### config.mk
export PLATFORM = sky130hd
export DESIGN_NAME = fft_dif_ctrl
export DESIGN_NICKNAME = d
export VERILOG_FILES = /design/src/rtl/fft_pkg.sv /design/src/rtl/fft_addr_gen.sv /design/src/rtl/fft_dif_ctrl.sv
export SDC_FILE = /design/constraint.sdc
export NUM_CORES = 1
export LEC_CHECK = 0
export BUFFER_PORTS_ARGS = -buffer_cell sky130_fd_sc_hd__buf_2
export CAP_MARGIN = 20
export CELL_PAD_IN_SITES_DETAIL_PLACEMENT = 1
export CELL_PAD_IN_SITES_GLOBAL_PLACEMENT = 1
export CORE_MARGIN = 2
export CORE_UTILIZATION = 35
export DETAILED_ROUTE_END_ITERATION = 12
export PLACE_DENSITY = 0.8
export SYNTH_ARGS = -nofsm -noshare
export SYNTH_HDL_FRONTEND = slang
export SYNTH_HIERARCHICAL = 1
export SYNTH_SLANG_ARGS = --single-unit
### constraint.sdc
create_clock -name clk -period 5 [get_ports clk]
set_clock_uncertainty 0.2 [all_clocks]
set_input_delay 1 -clock clk [delete_from_list [all_inputs] [get_ports clk]]
set_output_delay 1 -clock clk [all_outputs]
set_load 0.005 [all_outputs]
### src/rtl/fft_pkg.sv
// -----------------------------------------------------------------------------
// fft_pkg
// Shared definitions for the in-place radix-2 DIF FFT sequencer.
//   LOG2N_DEF  default log2 of the transform length
//   N, HALF_N  transform length and butterflies per stage for the default size
//   state_t    sequencer state encoding
//   bitrev()   reverses the low 'bits' bits of an index; the transform leaves
//              its result in bit-reversed order, so consumers use this to
//              reorder bins.
// -----------------------------------------------------------------------------
package fft_pkg;

    localparam int LOG2N_DEF = 10;
    localparam int N         = 1 << LOG2N_DEF;
    localparam int HALF_N    = N / 2;

    typedef enum logic [1:0] {
        S_IDLE  = 2'd0,
        S_RUN   = 2'd1,
        S_DRAIN = 2'd2,
        S_DONE  = 2'd3
    } state_t;

    function automatic logic [11:0] bitrev(input logic [11:0] x, input int bits);
        logic [11:0] r;
        r = '0;
        for (int i = 0; i < 12; i++) begin
            if (i < bits) begin
                r[i] = x[bits - 1 - i];
            end
        end
        return r;
    endfunction

endpackage

### src/rtl/fft_addr_gen.sv
// -----------------------------------------------------------------------------
// fft_addr_gen
// Combinational butterfly address generator for one radix-2 DIF stage.
//   k_i   butterfly index within the stage (0..N/2-1)
//   s_i   stage index (0..LOG2N-1)
//   a_o   upper input address  a = g*2*span + j
//   b_o   lower input address  b = a + span
//   tw_o  twiddle ROM address  j << s (mod N/2)
// with span = N >> (s+1), j = k mod span, g = k div span.
// -----------------------------------------------------------------------------
module fft_addr_gen
    import fft_pkg::*;
#(
    parameter int LOG2N = LOG2N_DEF
) (
    input  logic [LOG2N-2:0]         k_i,
    input  logic [$clog2(LOG2N)-1:0] s_i,
    output logic [LOG2N-1:0]         a_o,
    output logic [LOG2N-1:0]         b_o,
    output logic [LOG2N-2:0]         tw_o
);

    localparam logic [LOG2N-1:0] HALF_VEC = LOG2N'(1 << (LOG2N - 1));

    logic [LOG2N-1:0] k_ext;
    logic [LOG2N-1:0] span;
    logic [LOG2N-1:0] mask;
    logic [LOG2N-1:0] j;
    logic [LOG2N-1:0] a_int;
    logic [LOG2N-1:0] tw_full;

    always_comb begin
        k_ext   = {1'b0, k_i};
        span    = HALF_VEC >> s_i;
        mask    = span - 1'b1;
        j       = k_ext & mask;
        // g*2*span is just k with its low (j) bits cleared, shifted up by one;
        // k's top bit is zero so the shift cannot overflow.
        a_int   = ((k_ext & ~mask) << 1) | j;
        tw_full = j << s_i;
        a_o     = a_int;
        b_o     = a_int | span;
        tw_o    = tw_full[LOG2N-2:0];
    end

endmodule

### src/rtl/fft_dif_ctrl.sv
// -----------------------------------------------------------------------------
// fft_dif_ctrl
// Sequencer for an in-place radix-2 DIF FFT feeding a butterfly unit with a
// one-cycle registered output. Runs LOG2N stages of N/2 butterflies per start.
//   clk, rst           clock, synchronous active-high reset
//   start              request one full pass (only looked at in IDLE)
//   busy               high from the first RUN cycle through the done pulse
//   done               one-cycle pulse with the final write-back
//   stage              current stage index, advances on RUN entry
//   rd_en, rd_addr_a/b read strobe and addresses for both RAM ports
//   tw_addr            twiddle ROM address issued with the reads
//   bf_enable          butterfly enable, aligned with RAM/ROM read data
//   wr_en, wr_addr_a/b write-back strobe and addresses, aligned with the
//                      registered butterfly outputs
// -----------------------------------------------------------------------------
module fft_dif_ctrl
    import fft_pkg::*;
#(
    parameter int LOG2N = LOG2N_DEF
) (
    input  logic                     clk,
    input  logic                     rst,
    input  logic                     start,
    output logic                     busy,
    output logic                     done,
    output logic [$clog2(LOG2N)-1:0] stage,
    output logic                     rd_en,
    output logic [LOG2N-1:0]         rd_addr_a,
    output logic [LOG2N-1:0]         rd_addr_b,
    output logic [LOG2N-2:0]         tw_addr,
    output logic                     bf_enable,
    output logic                     wr_en,
    output logic [LOG2N-1:0]         wr_addr_a,
    output logic [LOG2N-1:0]         wr_addr_b
);

    localparam int               SW     = $clog2(LOG2N);
    localparam int               KW     = LOG2N - 1;
    localparam logic [KW-1:0]    K_LAST = '1;
    localparam logic [SW-1:0]    S_LAST = SW'(LOG2N - 1);

    state_t            state_q, state_d;
    logic [KW-1:0]     k_q, k_d;
    logic [SW-1:0]     stage_q, stage_d;
    logic              drain_q, drain_d;

    logic [LOG2N-1:0]  a_c, b_c;
    logic [KW-1:0]     tw_c;

    logic              vld_p1, vld_p2;
    logic [LOG2N-1:0]  wa_p1, wb_p1, wa_p2, wb_p2;

    fft_addr_gen #(.LOG2N(LOG2N)) u_addr_gen (
        .k_i  (k_q),
        .s_i  (stage_q),
        .a_o  (a_c),
        .b_o  (b_c),
        .tw_o (tw_c)
    );

    always_comb begin
        state_d = state_q;
        k_d     = k_q;
        stage_d = stage_q;
        drain_d = drain_q;
        unique case (state_q)
            S_IDLE: begin
                if (start) begin
                    state_d = S_RUN;
                    k_d     = '0;
                    stage_d = '0;
                end
            end
            S_RUN: begin
                // k wrapping to zero is what ends the stage.
                k_d = k_q + 1'b1;
                if (k_q == K_LAST) begin
                    state_d = S_DRAIN;
                    drain_d = 1'b0;
                end
            end
            S_DRAIN: begin
                // Two cycles: the last butterfly needs one to pass the RAM/ROM
                // read and one to pass the butterfly register before write-back.
                drain_d = 1'b1;
                if (drain_q) begin
                    drain_d = 1'b0;
                    if (stage_q == S_LAST) begin
                        state_d = S_DONE;
                    end else begin
                        state_d = S_RUN;
                        stage_d = stage_q + 1'b1;
                    end
                end
            end
            S_DONE: begin
                state_d = S_IDLE;
                stage_d = '0;
            end
            default: state_d = S_IDLE;
        endcase
    end

    always_ff @(posedge clk) begin
        if (rst) begin
            state_q <= S_IDLE;
            k_q     <= '0;
            stage_q <= '0;
            drain_q <= 1'b0;
            vld_p1  <= 1'b0;
            vld_p2  <= 1'b0;
            wa_p1   <= '0;
            wb_p1   <= '0;
            wa_p2   <= '0;
            wb_p2   <= '0;
        end else begin
            state_q <= state_d;
            k_q     <= k_d;
            stage_q <= stage_d;
            drain_q <= drain_d;
            // p1: RAM/ROM read data valid, butterfly computing
            vld_p1  <= rd_en;
            wa_p1   <= rd_addr_a;
            wb_p1   <= rd_addr_b;
            // p2: butterfly output registered, write-back
            vld_p2  <= vld_p1;
            wa_p2   <= wa_p1;
            wb_p2   <= wb_p1;
        end
    end

    // Addresses are zeroed when idle so nothing but the strobe has to be
    // qualified downstream.
    assign rd_en     = (state_q == S_RUN);
    assign rd_addr_a = rd_en ? a_c  : '0;
    assign rd_addr_b = rd_en ? b_c  : '0;
    assign tw_addr   = rd_en ? tw_c : '0;
    assign bf_enable = vld_p1;
    assign wr_en     = vld_p2;
    assign wr_addr_a = wa_p2;
    assign wr_addr_b = wb_p2;
    assign busy      = (state_q == S_RUN) || (state_q == S_DRAIN);
    assign done      = (state_q == S_DRAIN) && drain_q && (stage_q == S_LAST);
    assign stage     = stage_q;

endmodule
==> results.py, run 1 <==
metrics = {
    "status": {
        "status": "complete, no violations",
    },
    "setup_path": {
        "worstPathRequired_ns": 3.80,
        "cp-end-kind": "output port",
        "crit_type": "flop to output port",
        "slowest_stage": "or4_1",
        "critical_path.cell_chain": "nor3b_2, nand2_1, ha_1, or4_1, a31o_1, a41o_1, and2_1, buf_2",
        "crit_buf_inv": 1,
        "path_delay_family": "simple AND/OR/NAND/NOR gates",
        "critPathMaxFanout": 14,
        "start_kind": "flop",
        "cpPeakStageDelay_ns": 0.56,
        "crit_arrival_ns": 2.98,
    },
    "cts": {
        "path_clk_slew_ns": 0.07,
        "numCtsBuffers": 9,
        "h-tree-depth": 3,
        "clock-root-buffer": "clkbuf_8",
        "cts_tree": "done",
        "clockBufferDepth": 2,
        "cts_resized": 0,
        "cts_setup_buffers": 0,
        "cts_hold_buf": 0,
        "clock-sinks": 58,
        "clkLatencyLatePin_ns": 0.35,
    },
    "yosys": {
        "synth_top_area_share_pct": 37.4,
        "postSynth.asyncResetShare_pct": 0,
        "ys_top_cells_by_area": "dfxtp_1, and2_1, nor2b_1, nand2_1, ha_1",
        "syn-num-nets": 383,
        "ys_seq_area_share_pct": 37.4,
        "yosysMostFrequentCell": "dfxtp_1",
        "syn_inst": 371,
        "synth_seq_cells": 58,
        "yosysUniqueCellTypes": 61,
        "synth_commonest_cells": "dfxtp_1, and2_1, nand2_1, nor2b_1, a21oi_1",
        "yosys_warnings": 6,
        "synth_area_per_cell_um2": 8.37,
        "synth_edf_count": 0,
        "synth_ff_type": "dfxtp_1",
        "yosysTopAreaCell": "dfxtp_1",
        "netlist_area_mm2": 0.00311,
    },
    "floorplanning": {
        "io_pins": 61,
        "start_util_pct": 35.8,
        "die-area_mm2": 0.00964,
        "coreArea_mm2": 0.00868,
        "std_cell_rows": 34,
        "fp.dieW_um": 98.2,
        "die_h_um": 98.2,
    },
    "cells_and_area": {
        "nFillCells": 1079,
        "nNetsFinal": 434,
        "diodes": 0,
        "area_growth_pct": 17.8,
        "final_cells": 535,
        "drive_gt1_share_pct": 22.0,
    },
    "timing": {
        "setup_viol": 0,
        "finalHoldViolCount": 0,
        "fin_tns_setup_ns": 0,
        "max_freq_ghz": 0.239,
        "slew_headroom_pct": 33.8,
        "min_period_over_period_pct": 83.6,
        "maxSlewViolCount": 0,
        "tightest_slew_ns": 0.966,
        "rsz0062_at_grt": "false",
        "finalCriticalPeriod_ns": 4.18,
    },
    "power": {
        "irDropWorstVdd_mv": 0.149,
        "leakage_nw": 1.60,
        "netSwitchingFraction_pct": 33.7,
        "p_switching_w": 0.000430,
        "powerDensity_mw_per_mm2": 349,
        "combPwrFrac_pct": 25.7,
        "pwr-share-clk_pct": 34.7,
        "power_frac_seq_pct": 39.6,
        "p_int_w": 0.000847,
    },
    "placed_design": {
        "placedCellCount": 518,
        "hpwl_um": 6340,
        "io_buffers": 60,
        "gp_congestion": 0.918,
    },
    "route": {
        "drc_errors": 0,
        "routed_wl_um": 8880,
        "ant_nets": 0,
        "wire_per_inst_um": 16.6,
        "drt_iter0_markers": 146,
        "vias": 2828,
        "firstDrtPassIters": 4,
        "viasPerCell": 5.29,
    },
    "grt": {
        "antenna_found_initial": 0,
        "grt_util_all_layers_pct": 18.6,
        "grt_pass1_wl_um": 14400,
        "grt_pass1_vias": 2817,
        "grt_max_degree": 37,
        "grt.overflow.total": 0,
    },
    "min_path": {
        "hp-class": "flop to flop",
    },
    "run": {
        "cap_viol_max_count": 0,
    },
}
[logic make-up (layout without fill, tap and decap cells)]
group / after synthesis / in the layout / synth area share (%)
and+or+nand+nor: 181 / 181 / 34.0
AOI/OAI and AO/OA: 76 / 76 / 16.6
DFF: 58 / 58 / 37.4
buffers and inverters: 39 / 95 / 5.88
adders and majority gates: 9 / 9 / 3.63
xor gates and xnor gates: 4 / 4 / 1.13
muxes: 4 / 4 / 1.29
[layout by cell type, fill, tap and decap left out, drive strengths merged, types with 2 or more instances in the layout]
cell type and count:
buf 67, a41o 2, a221oi 2, inv 12
nand3b 3, or3 4, clkinv 2, ha 9
o21a 2, o21ai 19, clkbuf 10, nor2 14
nand2b 9, a31oi 3, mux2i 4, xnor2 4
nand2 34, dfxtp 58, o211ai 3, a32oi 2
clkinvlp 3, a21oi 16, o31ai 4, a31o 3
nor3b 4, o22ai 2, nor4 4, nor2b 29
nand4b 2, and2 52, nand3 9, nor3 10
a211oi 3, o21bai 2
[state kept, by name (all words and copies together) (netlist names)]
name       count
state_q        2
drain_q        1
wr_addr_a     10
stage          4
wr_en          1
wa_p1         10
k_q            9
wb_p1         10
wr_addr_b     10
bf_enable      1
[metal layers]
| metal | GRT usage, % | part of all wire [%] | up-vias |
|---|---|---|---|
| met4 | 5.16 | 1.1 | 0 |
| met5 | 0 | 0 | - |
| met1 | 24.3 | 47 | 1376 |
| met2 | 31.5 | 48 | 70 |
| met3 | 3.65 | 4.4 | 10 |
| li1 | - | - | 1372 |
[power by group through the flow]
stage	combinational (W)	clock (W)	sequential (W)
6_report	0.000328	0.000443	0.000506
5_1_grt	0.000365	0.000471	0.000510
4_1_cts	0.000330	0.000449	0.000506
3_5_place_dp	0.000328	0	0.000517
3_3_place_gp	0.000315	0	0.000515
2_1_floorplan	0.000249	0	0.000508
[cell type report]
class | count | area, um2 | area share, %
clock buffer | 10 | 138 | 3.76
clock inverter | 6 | 66.3 | 1.81
inverter | 12 | 45.0 | 1.23
multi-input combinational | 274 | 1760 | 48.1
sequential | 58 | 1160 | 31.7
tap | 108 | 135 | 3.69
timing repair buffer | 67 | 353 | 9.64
[stage by stage]
| stage | cell area [um2] | total power, W | hold WS, ns | setup WS [ns] | utilization [%] |
|---|---|---|---|---|---|
| global placement | 3450 | 0.000830 | 0.217 | 1.31 | 39.7 |
| global route | 3660 | 0.00135 | 0.257 | 0.708 | 42.2 |
| detailed placement | 3450 | 0.000844 | 0.226 | 1.25 | 39.7 |
| floorplan | 3110 | 0.000757 | 0.214 | 1.46 | - |
| finish | 3660 | 0.00128 | 0.236 | 0.821 | 42.2 |
| CTS | 3650 | 0.00129 | 0.240 | 0.867 | 42.1 |
[worst paths after layout]
check / depth (start not counted) / start / slack [ns] / endpoint
worst max-delay path: 8 / stage[1] / 0.82 / rd_addr_b[7]
worst min register to register: 1 / wb_p1[5] / 0.24 / wr_addr_b[5]
worst max register to register: 7 / stage[1] / 2.20 / wb_p1[7]
worst min-delay path: 1 / wb_p1[5] / 0.24 / wr_addr_b[5]
(Power assumes the default switching activity.)
==> inputs of run 2 (changes only) <==
--- a/config.mk
+++ b/config.mk
@@ -12,7 +12,7 @@
 export CORE_MARGIN = 2
 export CORE_UTILIZATION = 35
 export DETAILED_ROUTE_END_ITERATION = 12
-export PLACE_DENSITY = 0.8
+export PLACE_DENSITY = 0.83
 export SYNTH_ARGS = -nofsm -noshare
 export SYNTH_HDL_FRONTEND = slang
 export SYNTH_HIERARCHICAL = 1
==> constraint.sdc (replaced) <==
create_clock -name clk -period 3.5 [get_ports clk]
set_clock_uncertainty 0.2 [all_clocks]
set_input_delay 0.7 -clock clk [delete_from_list [all_inputs] [get_ports clk]]
set_output_delay 0.7 -clock clk [all_outputs]
set_load 0.005 [all_outputs]
==> run 2 against run 1 <==
Design area up 3.0%. Combinational power grew 52%. Core utilization rose by 1.3 points. First-iteration DRC count rose by 48%. Sequential power grew 42%. Critical endpoint unchanged.
==> results.py, run 2 (synthesis results as in run 1) <==
metrics = {
    "cts": {
        "path_clk_slew_ns": 0.08,
        "h-tree-depth": 3,
        "clock-root-buffer": "clkbuf_8",
        "cts_hold_buf": 0,
        "cts_tree": "done",
        "clockBufferDepth": 2,
        "numCtsBuffers": 9,
        "clock-sinks": 58,
        "clkLatencyLatePin_ns": 0.35,
    },
    "placed_design": {
        "placedCellCount": 523,
        "dpl_cell_area_mm2": 0.00349,
        "hpwl_um": 6540,
        "pre_cts_slack_ns": 0.291,
        "io_buffers": 60,
        "gp_congestion": 0.941,
    },
    "timing": {
        "max_freq_ghz": 0.297,
        "maxSlewViolCount": 0,
        "finalCriticalPeriod_ns": 3.37,
        "min_period_over_period_pct": 96.3,
        "setup_ws_ns": 0.130,
        "slew_headroom_pct": 29.0,
        "finalHoldViolCount": 0,
        "setup_viol": 0,
        "tightest_slew_ns": 1.04,
    },
    "route": {
        "ant_nets": 0,
        "vias": 2878,
        "routed_wl_um": 9320,
        "viasPerCell": 5.33,
        "drc_errors": 0,
        "wire_per_inst_um": 17.3,
        "firstDrtPassIters": 4,
        "drt_iter0_markers": 216,
    },
    "power": {
        "power.total_w": 0.00192,
        "leakage_nw": 1.64,
        "powerDensity_mw_per_mm2": 510,
        "irDropWorstVdd_mv": 0.244,
    },
    "floorplanning": {
        "fp.dieW_um": 98.2,
        "coreArea_mm2": 0.00868,
        "start_util_pct": 35.8,
        "die_h_um": 98.2,
        "std_cell_rows": 34,
        "die-area_mm2": 0.00964,
        "io_pins": 61,
    },
    "setup_path": {
        "worst_r2r_path_depth": 6,
        "cp-end-kind": "output port",
        "r2r-start": "state_q[1]",
        "critical_path.cell_chain": "nor3b_4, nand2_2, ha_2, or4_4, a31o_1, a41o_1, and2_1, buf_2",
        "reg2reg_slack_ns": 1.07,
        "r2r-end": "k_q[5]",
        "cpPeakStageDelay_ns": 0.48,
        "critPathMaxFanout": 4,
        "slowest_stage": "or4_4",
        "worstPathRequired_ns": 2.60,
        "crit_arrival_ns": 2.47,
        "start_kind": "flop",
        "crit_type": "flop to output port",
    },
    "grt": {
        "grt.overflow.total": 0,
        "antenna_found_initial": 0,
        "grt_pass1_wl_um": 15000,
        "grt_util_all_layers_pct": 19.7,
        "grt_max_degree": 37,
        "grt_pass1_vias": 2785,
    },
    "cells_and_area": {
        "drive_gt1_share_pct": 25.5,
        "nNetsFinal": 439,
        "diodes": 0,
        "final_cells": 540,
        "final_util_pct": 43.4,
        "nFillCells": 1086,
        "design_area_mm2": 0.00377,
        "area_growth_pct": 21.4,
        "layout_commonest_cell": "buf_2",
        "final_cell_mix": "buf_2, dfxtp_1, and2_1",
    },
    "min_path": {
        "hold-path-endpoint": "wr_addr_a[8]",
        "min_from": "wa_p1[8]",
        "hp-class": "flop to flop",
        "whs_path_depth": 1,
    },
    "run": {
        "cap_viol_max_count": 0,
    },
    "status": {
        "status": "complete, no violations",
    },
}
[run 2: cell count changes in the layout (fill, tap and decap cells not counted), moves of 2 or more]
cell     delta
dfxtp_2     +2
dfxtp_1     -2
inv_1       -2
buf_4       +5
[run 2: per-stage QoR]
stage | TNS, ns | hold WS [ns]
global placement | 0 | 0.215
global route | -0.00419 | 0.260
floorplan | 0 | 0.214
detailed placement | 0 | 0.229
CTS | 0 | 0.244
finish | 0 | 0.238
[run 2: area by class of cell]
cell class | count | area (um2) | area share (%)
Tap cell | 108 | 135 | 3.59
Clock inverter | 6 | 90.1 | 2.39
Clock buffer | 10 | 138 | 3.65
Timing Repair Buffer | 72 | 390 | 10.4
Sequential cell | 58 | 1160 | 30.9
Inverter | 12 | 48.8 | 1.29
Multi-Input combinational cell | 274 | 1800 | 47.8
[run 2: what timing repair did]
item,CTS,global route
pin swaps,1,3
setup endpoints to repair,3,11
setup buffers,0,1
resized for setup,3,11
[run 2: routing by layer]
layer / vias to the layer above / global-route usage [%] / part of all wire [%]
met4: 0 / 7.38 / 2.4
met3: 19 / 4.01 / 5.0
met2: 82 / 30.9 / 46
li1: 1387 / - / -
met1: 1390 / 26.8 / 47
met5: - / 0 / 0
[run 2: worst max-delay path by stage]
| stage | depth (start not counted) | to | startpoint | slack (ns) |
|---|---|---|---|---|
| floorplan | 9 | rd_addr_b[7] | stage[0] | 0.26 |
| global placement | 8 | rd_addr_b[7] | stage[1] | 0.47 |
| detailed placement | 9 | tw_addr[5] | stage[1] | 0.29 |
| CTS | 9 | tw_addr[7] | stage[1] | 0.03 |
| global route | 8 | rd_addr_b[7] | stage[1] | -0.004 |
| finish | 8 | rd_addr_b[7] | stage[1] | 0.13 |
[run 2: report_power, final]
| part | internal [W] | switching [W] |
|---|---|---|
| Sequential | 0.000692 | 0.0000273 |
| Clock | 0.000421 | 0.000281 |
| Combinational | 0.000186 | 0.000313 |
| Total | 0.00130 | 0.000621 |
[run 2: worst max-delay path, delay by kind of cell, from the launching register on]
| family | cells | cell delay (ns) |
|---|---|---|
| compound gates | 2 | 0.43 |
| flops | 1 | 0.35 |
| buf+inv | 1 | 0.12 |
| fa+ha+maj | 1 | 0.19 |
| simple gates | 4 | 1.03 |
==> inputs of run 3 (changes only) <==
--- a/config.mk
+++ b/config.mk
@@ -9,10 +9,11 @@
 export CAP_MARGIN = 20
 export CELL_PAD_IN_SITES_DETAIL_PLACEMENT = 1
 export CELL_PAD_IN_SITES_GLOBAL_PLACEMENT = 1
+export CORE_ASPECT_RATIO = 1.2
 export CORE_MARGIN = 2
 export CORE_UTILIZATION = 35
 export DETAILED_ROUTE_END_ITERATION = 12
-export PLACE_DENSITY = 0.83
+export PLACE_DENSITY = 0.8
 export SYNTH_ARGS = -nofsm -noshare
 export SYNTH_HDL_FRONTEND = slang
 export SYNTH_HIERARCHICAL = 1
==> constraint.sdc (replaced) <==
create_clock -name clk -period 4.14 [get_ports clk]
set_clock_uncertainty 0.2 [all_clocks]
set_input_delay 0.828 -clock clk [delete_from_list [all_inputs] [get_ports clk]]
set_output_delay 0.828 -clock clk [all_outputs]
set_load 0.005 [all_outputs]
==> run 3 against run 2 <==
Sequential cell count is the same. Design area fell by 1.4%. Via count decreased by 2.2%. Worst hold slack barely moved. Total power decreased by 14%. Highest routed layer unchanged. First-iteration DRC count up 44%. Worst setup slack improved by 0.063 ns. Count of clock-buffer cells in the layout fell by 1. Largest power group is now clock.
==> results.py, run 3 (synthesis results as in run 1) <==
metrics = {
    "status": {
        "status": "complete, no violations",
    },
    "grt": {
        "grt_util_all_layers_pct": 18.2,
        "grt.overflow.total": 0,
        "antenna_found_initial": 0,
        "grt_pass1_wl_um": 14200,
        "grt_max_degree": 37,
        "grt_pass1_vias": 2846,
    },
    "cells_and_area": {
        "diodes": 0,
        "drive_gt1_share_pct": 22.0,
        "final_cell_mix": "buf_2, dfxtp_1, and2_1",
        "nNetsFinal": 434,
        "area_growth_pct": 19.7,
        "layout_commonest_cell": "buf_2",
        "final_cells": 544,
    },
    "power": {
        "irDropWorstVdd_mv": 0.164,
        "leakage_nw": 1.63,
        "powerDensity_mw_per_mm2": 444,
    },
    "route": {
        "routed_wl_um": 8590,
        "firstDrtPassIters": 4,
        "ant_nets": 0,
        "drc_errors": 0,
        "drt_iter0_markers": 312,
        "viasPerCell": 5.17,
        "wire_per_inst_um": 15.8,
        "vias": 2815,
    },
    "floorplanning": {
        "fp.dieW_um": 90.0,
        "io_pins": 61,
        "coreArea_mm2": 0.00861,
        "std_cell_rows": 37,
        "start_util_pct": 36.1,
        "die_h_um": 107,
        "die-area_mm2": 0.00965,
    },
    "timing": {
        "maxSlewViolCount": 0,
        "finalCriticalPeriod_ns": 3.95,
        "min_period_over_period_pct": 95.3,
        "finalHoldViolCount": 0,
        "rsz0062_at_grt": "false",
        "tightest_slew_ns": 0.950,
        "fin_tns_setup_ns": 0,
        "slew_headroom_pct": 34.8,
        "setup_viol": 0,
        "max_freq_ghz": 0.253,
    },
    "setup_path": {
        "crit_arrival_ns": 2.92,
        "critPathMaxFanout": 14,
        "worstPathRequired_ns": 3.11,
        "crit_type": "flop to output port",
        "cp-end-kind": "output port",
        "start_kind": "flop",
    },
    "cts": {
        "cts_resized": 0,
        "clock-sinks": 58,
        "clkLatencyLatePin_ns": 0.33,
        "path_clk_slew_ns": 0.07,
        "cts_hold_buf": 0,
        "cts_tree": "done",
        "h-tree-depth": 3,
        "clockBufferDepth": 2,
        "cts_setup_buffers": 0,
        "numCtsBuffers": 9,
        "clock-root-buffer": "clkbuf_8",
    },
    "placed_design": {
        "hpwl_um": 6090,
        "placedCellCount": 527,
        "io_buffers": 60,
        "gp_congestion": 0.887,
    },
    "run": {
        "cap_viol_max_count": 0,
    },
    "min_path": {
        "hp-class": "flop to flop",
    },
}
run 3: cell count changes in the layout (fill, tap and decap cells not counted), moves of 2 or more:
cell | previous run | this run
dfxtp_2 | 2 | 0
clkinvlp_4 | 2 | 0
dfxtp_1 | 56 | 58
inv_6 | 0 | 2
buf_4 | 12 | 7
inv_1 | 10 | 12
run 3: layout make-up:
type	instances	area, um2
fill	1059	4890
multi-input combinational	274	1760
sequential	58	1160
timing repair buffer	67	353
tap	117	146
clock inverter	7	125
clock buffer	9	124
inverter	12	45.0
run 3: path summary, 6_finish.rpt:
kind / from / endpoint / slack, ns / cells after the start
max reg2reg: stage[1] / wb_p1[7] / 1.40 / 8
min reg2reg: wa_p1[9] / wr_addr_a[9] / 0.24 / 1
min: wa_p1[9] / wr_addr_a[9] / 0.24 / 1
max: stage[1] / rd_addr_b[7] / 0.19 / 9
run 3: worst max-delay path: stages (launching register included):
cell and delay, ns:
dfxtp_1 0.33, nor3b_2 0.44, nand2_1 0.16, ha_1 0.21
buf_4 0.18, or4_1 0.50, a31o_1 0.27, a41o_1 0.23
and2_1 0.15, buf_2 0.12
run 3: through the flow:
stage	hold WS (ns)	total power, W	setup slack, ns	cell area, um2	util, %
floorplan	0.214	0.000914	0.775	3110	-
global placement	0.215	0.000997	0.647	3460	40.2
detailed placement	0.225	0.00101	0.561	3460	40.2
CTS	0.241	0.00167	0.190	3710	43.1
global route	0.256	0.00175	0.0335	3720	43.2
finish	0.238	0.00165	0.193	3720	43.2
run 3: where the power goes:
group          total, W  internal [W]  switching [W]
Clock          0.000654      0.000406       0.000248
Combinational  0.000385      0.000143       0.000242
Sequential     0.000612      0.000585      0.0000274
Total           0.00165       0.00113       0.000518
run 3: routing by layer:
metal	wire length (um)	global-route usage [%]
met5	0	0
met4	234	8.35
met2	4540	33.5
met1	3460	20.4
met3	366	3.51
